[src/rtl/vr_rr_arbiter.sv]
// N-to-1 round-robin valid/ready merger with one registered output stage and source-index tagging.
// Optional packet locking (up_last_in/dn_last_out) is enabled by defining VR_RR_ARB_LAST_LOCK_EN.
module vr_rr_arbiter #(
    parameter  int N_REQ = 4,
    parameter  int WIDTH = 32,
    localparam int IDW   = $clog2(N_REQ)
) (
    input  logic                   clk,
    input  logic                   rst,
    input  logic [N_REQ-1:0]       up_valid_in,
    input  logic [N_REQ*WIDTH-1:0] up_data_in,
    output logic [N_REQ-1:0]       up_ready_out,
    output logic                   dn_valid_out,
    output logic [WIDTH-1:0]       dn_data_out,
    output logic [IDW-1:0]         dn_id_out,
    input  logic                   dn_ready_in
`ifdef VR_RR_ARB_LAST_LOCK_EN
    ,
    input  logic [N_REQ-1:0]       up_last_in,
    output logic                   dn_last_out
`endif
);

    // Handshake: a beat moves when valid and ready are both high at posedge clk;
    // a source holds valid and data stable until that happens.
    logic             r_valid;
    logic [WIDTH-1:0] r_data;
    logic [IDW-1:0]   r_id;
    logic [IDW-1:0]   r_ptr;

    logic             w_load;
    logic             w_found;
    logic             w_fire;
    logic             w_adv;
    logic [IDW-1:0]   w_grant_idx;
    logic [IDW-1:0]   w_next_ptr;
    logic [N_REQ-1:0] w_eligible;

`ifdef VR_RR_ARB_LAST_LOCK_EN
    logic             r_last;
    logic             r_lock;
    logic [IDW-1:0]   r_lock_id;

    // While a packet is open only its owner may be granted, even if it is idle.
    always_comb begin
        for (int i = 0; i < N_REQ; i++) begin
            w_eligible[i] = up_valid_in[i] & (!r_lock | (r_lock_id == IDW'(i)));
        end
    end

    assign w_adv       = up_last_in[w_grant_idx];
    assign dn_last_out = r_last;
`else
    assign w_eligible = up_valid_in;
    assign w_adv      = 1'b1;
`endif

    always_comb begin
        w_found     = 1'b0;
        w_grant_idx = '0;
        for (int k = 0; k < N_REQ; k++) begin
            if (!w_found && w_eligible[IDW'((int'(r_ptr) + k) % N_REQ)]) begin
                w_found     = 1'b1;
                w_grant_idx = IDW'((int'(r_ptr) + k) % N_REQ);
            end
        end
    end

    assign w_load       = !r_valid | dn_ready_in;
    assign w_fire       = w_load & w_found & !rst;
    assign up_ready_out = w_fire ? (N_REQ'(1) << w_grant_idx) : '0;
    assign w_next_ptr   = (w_grant_idx == IDW'(N_REQ - 1)) ? '0 : w_grant_idx + 1'b1;

    always_ff @(posedge clk) begin
        if (rst) begin
            r_valid <= 1'b0;
            r_data  <= '0;
            r_id    <= '0;
            r_ptr   <= '0;
`ifdef VR_RR_ARB_LAST_LOCK_EN
            r_last    <= 1'b0;
            r_lock    <= 1'b0;
            r_lock_id <= '0;
`endif
        end else if (w_load) begin
            r_valid <= w_found;
            if (w_found) begin
                r_data <= up_data_in[w_grant_idx*WIDTH +: WIDTH];
                r_id   <= w_grant_idx;
                // The pointer only moves when a packet closes, so a locked owner keeps priority.
                if (w_adv) begin
                    r_ptr <= w_next_ptr;
                end
`ifdef VR_RR_ARB_LAST_LOCK_EN
                r_last    <= up_last_in[w_grant_idx];
                r_lock    <= !up_last_in[w_grant_idx];
                r_lock_id <= w_grant_idx;
`endif
            end
        end
    end

    assign dn_valid_out = r_valid;
    assign dn_data_out  = r_data;
    assign dn_id_out    = r_id;

endmodule

[config.mk]
export PLATFORM = sky130hd
export DESIGN_NAME = vr_rr_arbiter
export DESIGN_NICKNAME = d
export VERILOG_FILES = /design/src/rtl/vr_rr_arbiter.sv
export SDC_FILE = /design/constraint.sdc
export NUM_CORES = 1
export LEC_CHECK = 0
export BUFFER_PORTS_ARGS = -buffer_cell sky130_fd_sc_hd__buf_2
export CORE_MARGIN = 2
export CORE_UTILIZATION = 25
export DETAILED_ROUTE_END_ITERATION = 8
export PLACE_DENSITY_LB_ADDON = 0.05
export SLEW_MARGIN = 10
export SYNTH_ARGS = -nofsm -noshare
export SYNTH_HDL_FRONTEND = slang
export SYNTH_SLANG_ARGS = --single-unit
[constraint.sdc]
create_clock -name clk -period 3.1 [get_ports clk]
set_input_delay 0.62 -clock clk [delete_from_list [all_inputs] [get_ports clk]]
set_output_delay 0.62 -clock clk [all_outputs]
set_load 0.01 [all_outputs]
==> results_dict.tcl <==
set metrics [dict create \
    status "finished, final reports clean" \
    syn2layout_area_growth_pct 40.4 \
    synth_area_leader_cell "dfxtp_1" \
    p_leak_nw 1.70 \
    post-route-period-util 0.874 \
    worstSetupStartpointType "flip-flop" \
    nNetsFinal 608 \
    wl_per_cell_um 16.9 \
    synth_cell_type_count 35 \
    die_w_um 106 \
    dr.pass1.iters 4 \
    fin_crit_ns 2.71 \
    fmax_mhz 369 \
    critical_path.top_delay_family "flip-flops" \
    postCtsHoldBufs 0 \
    postSynthAreaPerCell_um2 8.23 \
    grt_usage 0.182 \
    drtIter0Drc 135 \
    cts_buffer_depth 2 \
    critical-path-max-stage-delay_ns 0.59 \
    whs_ns 0.470 \
    ys_seq_area_frac 0.286 \
    core_um2 10200 \
    pre_cts_slack_ns 0.418 \
    initial_core_util 0.254 \
    ys_top_cells_by_count "nor2_1 (40), dfxtp_1 (37), a21o_1 (32), a221oi_1 (32), nand3_1 (32)" \
    grt_overflow_total 0 \
    post_cts_resize_count 0 \
    setup_ws_ns 0.389 \
    ir_drop_mv 0.229 \
    hold_path_class "flip-flop to flip-flop" \
    num_rows 37 \
    drive_above_1_share 0.479 \
    place_area_um2 3550 \
    fin_setup_tns_ns 0 \
    synth-edff-count 0 \
    clock_skew_ns 0.00594 \
    path_buf_inv 2 \
    ys.warnings.count 0 \
    cts_tree "built" \
    wl_mm 10.3 \
    cp_max_fo 33 \
    cellPowerDensity_nw_per_um2 455 \
    dieArea_um2 11200 \
    yosys.area.top_type_share 0.286 \
    post-route-drc-count 0 \
    drv_cap 0 \
    vias 3064 \
    synth_fp_nets 451 \
    dp_hpwl_mm 7.55 \
    grt_start_max_net_pins 37 \
    worstMarginPinSlew_ns 0.690 \
    grt_pass1_vias 3156 \
    slew_viol_final 0 \
    cp.arrival_ns 2.09 \
    via_per_inst 5.04 \
    rsz0062_at_grt "false" \
    synthArstFlopShare 0 \
    ioPinCount 174 \
    cp_slowest_cell "dfxtp_1" \
    ys_top_cells_by_area "dfxtp_1 (29%), a211oi_2 (14%), a221oi_1 (11%), a21o_1 (9.3%), nand3_1 (6.2%)" \
    synthCells 315 \
    portBuffers 173 \
    path_cells "nand2_1 -> a211oi_1 -> or2_1 -> buf_4 -> nor2_1 -> buf_2" \
    antenna_found_initial 1 \
    yosys_register_bits 37 \
    htree_levels 2 \
    cts_setup_buffers 0 \
    root_buffer "clkbuf_8" \
    insertedDiodeCount 0 \
    end_kind "output pin" \
    ys.flop_type "dfxtp_1" \
    crit_required_ns 2.48 \
    cts_num_sinks 37 \
    die_h_um 106 \
    ant_nets 0 \
    hold_viol 0 \
    grt_pass1_wl_mm 16.3 \
    slew_headroom 0.538 \
    synth.most_common_cell "nor2_1" \
    gp_congestion 0.768 \
    clock_latency_ns 0.29 \
    syn-cell-area_um2 2590 \
    critPathKind "flip-flop to output pin" \
    clkTransAtPathRegs_ns 0.07 \
    fin_area_um2 3640 \
    setup_viol 0 \
    cts_made_buffers 5 \
]
## layout make-up
type                    instances  area [um2]
fillers                      1140        6550
multi-input cells             238        1660
repair buffers                187         971
flip-flops and latches         37         741
well taps                     136         170
clock buffers                   7        86.3
inverters                       3        11.3
## through the flow
step | total power, mW | util | instances
2_1_floorplan | 1.05 | - | 315
4_1_cts | 1.69 | 0.357 | 608
3_5_place_dp | 1.32 | 0.349 | 601
5_1_grt | 1.78 | 0.357 | 608
3_3_place_gp | 1.31 | 0.349 | 601
6_report | 1.65 | 0.357 | 608
## per-layer routing
layer / wire length (um) / GRT usage / part of all wire / vias up
li1: - / - / - / 1514
met1: 4680 / 0.235 / 0.45 / 1421
met2: 4760 / 0.305 / 0.46 / 123
met3: 790 / 0.0476 / 0.077 / 6
met4: 65 / 0.0367 / 0.0063 / 0
met5: 0 / 0 / 0 / -
## logic make-up (layout without fill, tap and decap cells)
logic type | count (synthesis) | after routing | share of synthesized area
AND/OR/NAND/NOR | 94 | 94 | 0.186
buffers and inverters | 40 | 197 | 0.0739
AO/OA/AOI/OAI | 143 | 143 | 0.449
adder cells (fa/ha/maj) | 1 | 1 | 0.00483
flip-flops | 37 | 37 | 0.286
## cell usage in the layout (no fill, tap or decap), drive strengths merged, types with 2 or more instances in the layout
cell type / n
nand3: 32
a221oi: 32
nor2b: 3
and2: 2
a211oi: 35
nor2: 41
clkbuf: 7
o21ai: 35
a21o: 32
a21oi: 5
inv: 3
or4: 2
dfxtp: 37
nand2: 4
nand2b: 2
buf: 187
## state kept, by name, indices dropped and copies added, names as in the netlist
signal	count
dn_data_out	32
dn_id_out	2
dn_valid_out	1
r_ptr	2
## report_power, final
group	switching (mW)	internal (mW)
combinational	0.403	0.313
sequential	0.0414	0.540
clock	0.180	0.177
## worst paths after layout
kind / startpoint / to / slack, ns / depth (start not counted)
min: dn_id_out[0] / dn_id_out[0] / 0.47 / 2
max: r_ptr[1] / up_ready_out[3] / 0.39 / 6
min reg2reg: dn_id_out[0] / dn_id_out[0] / 0.47 / 2
max reg2reg: r_ptr[1] / dn_data_out[18] / 0.94 / 5
## tightest hold or removal path: stages (launching register included)
cell and delay (ns):
dfxtp_1 0.32, nand2_1 0.06, a21oi_1 0.05
Power figures use the tool's default switching activity.
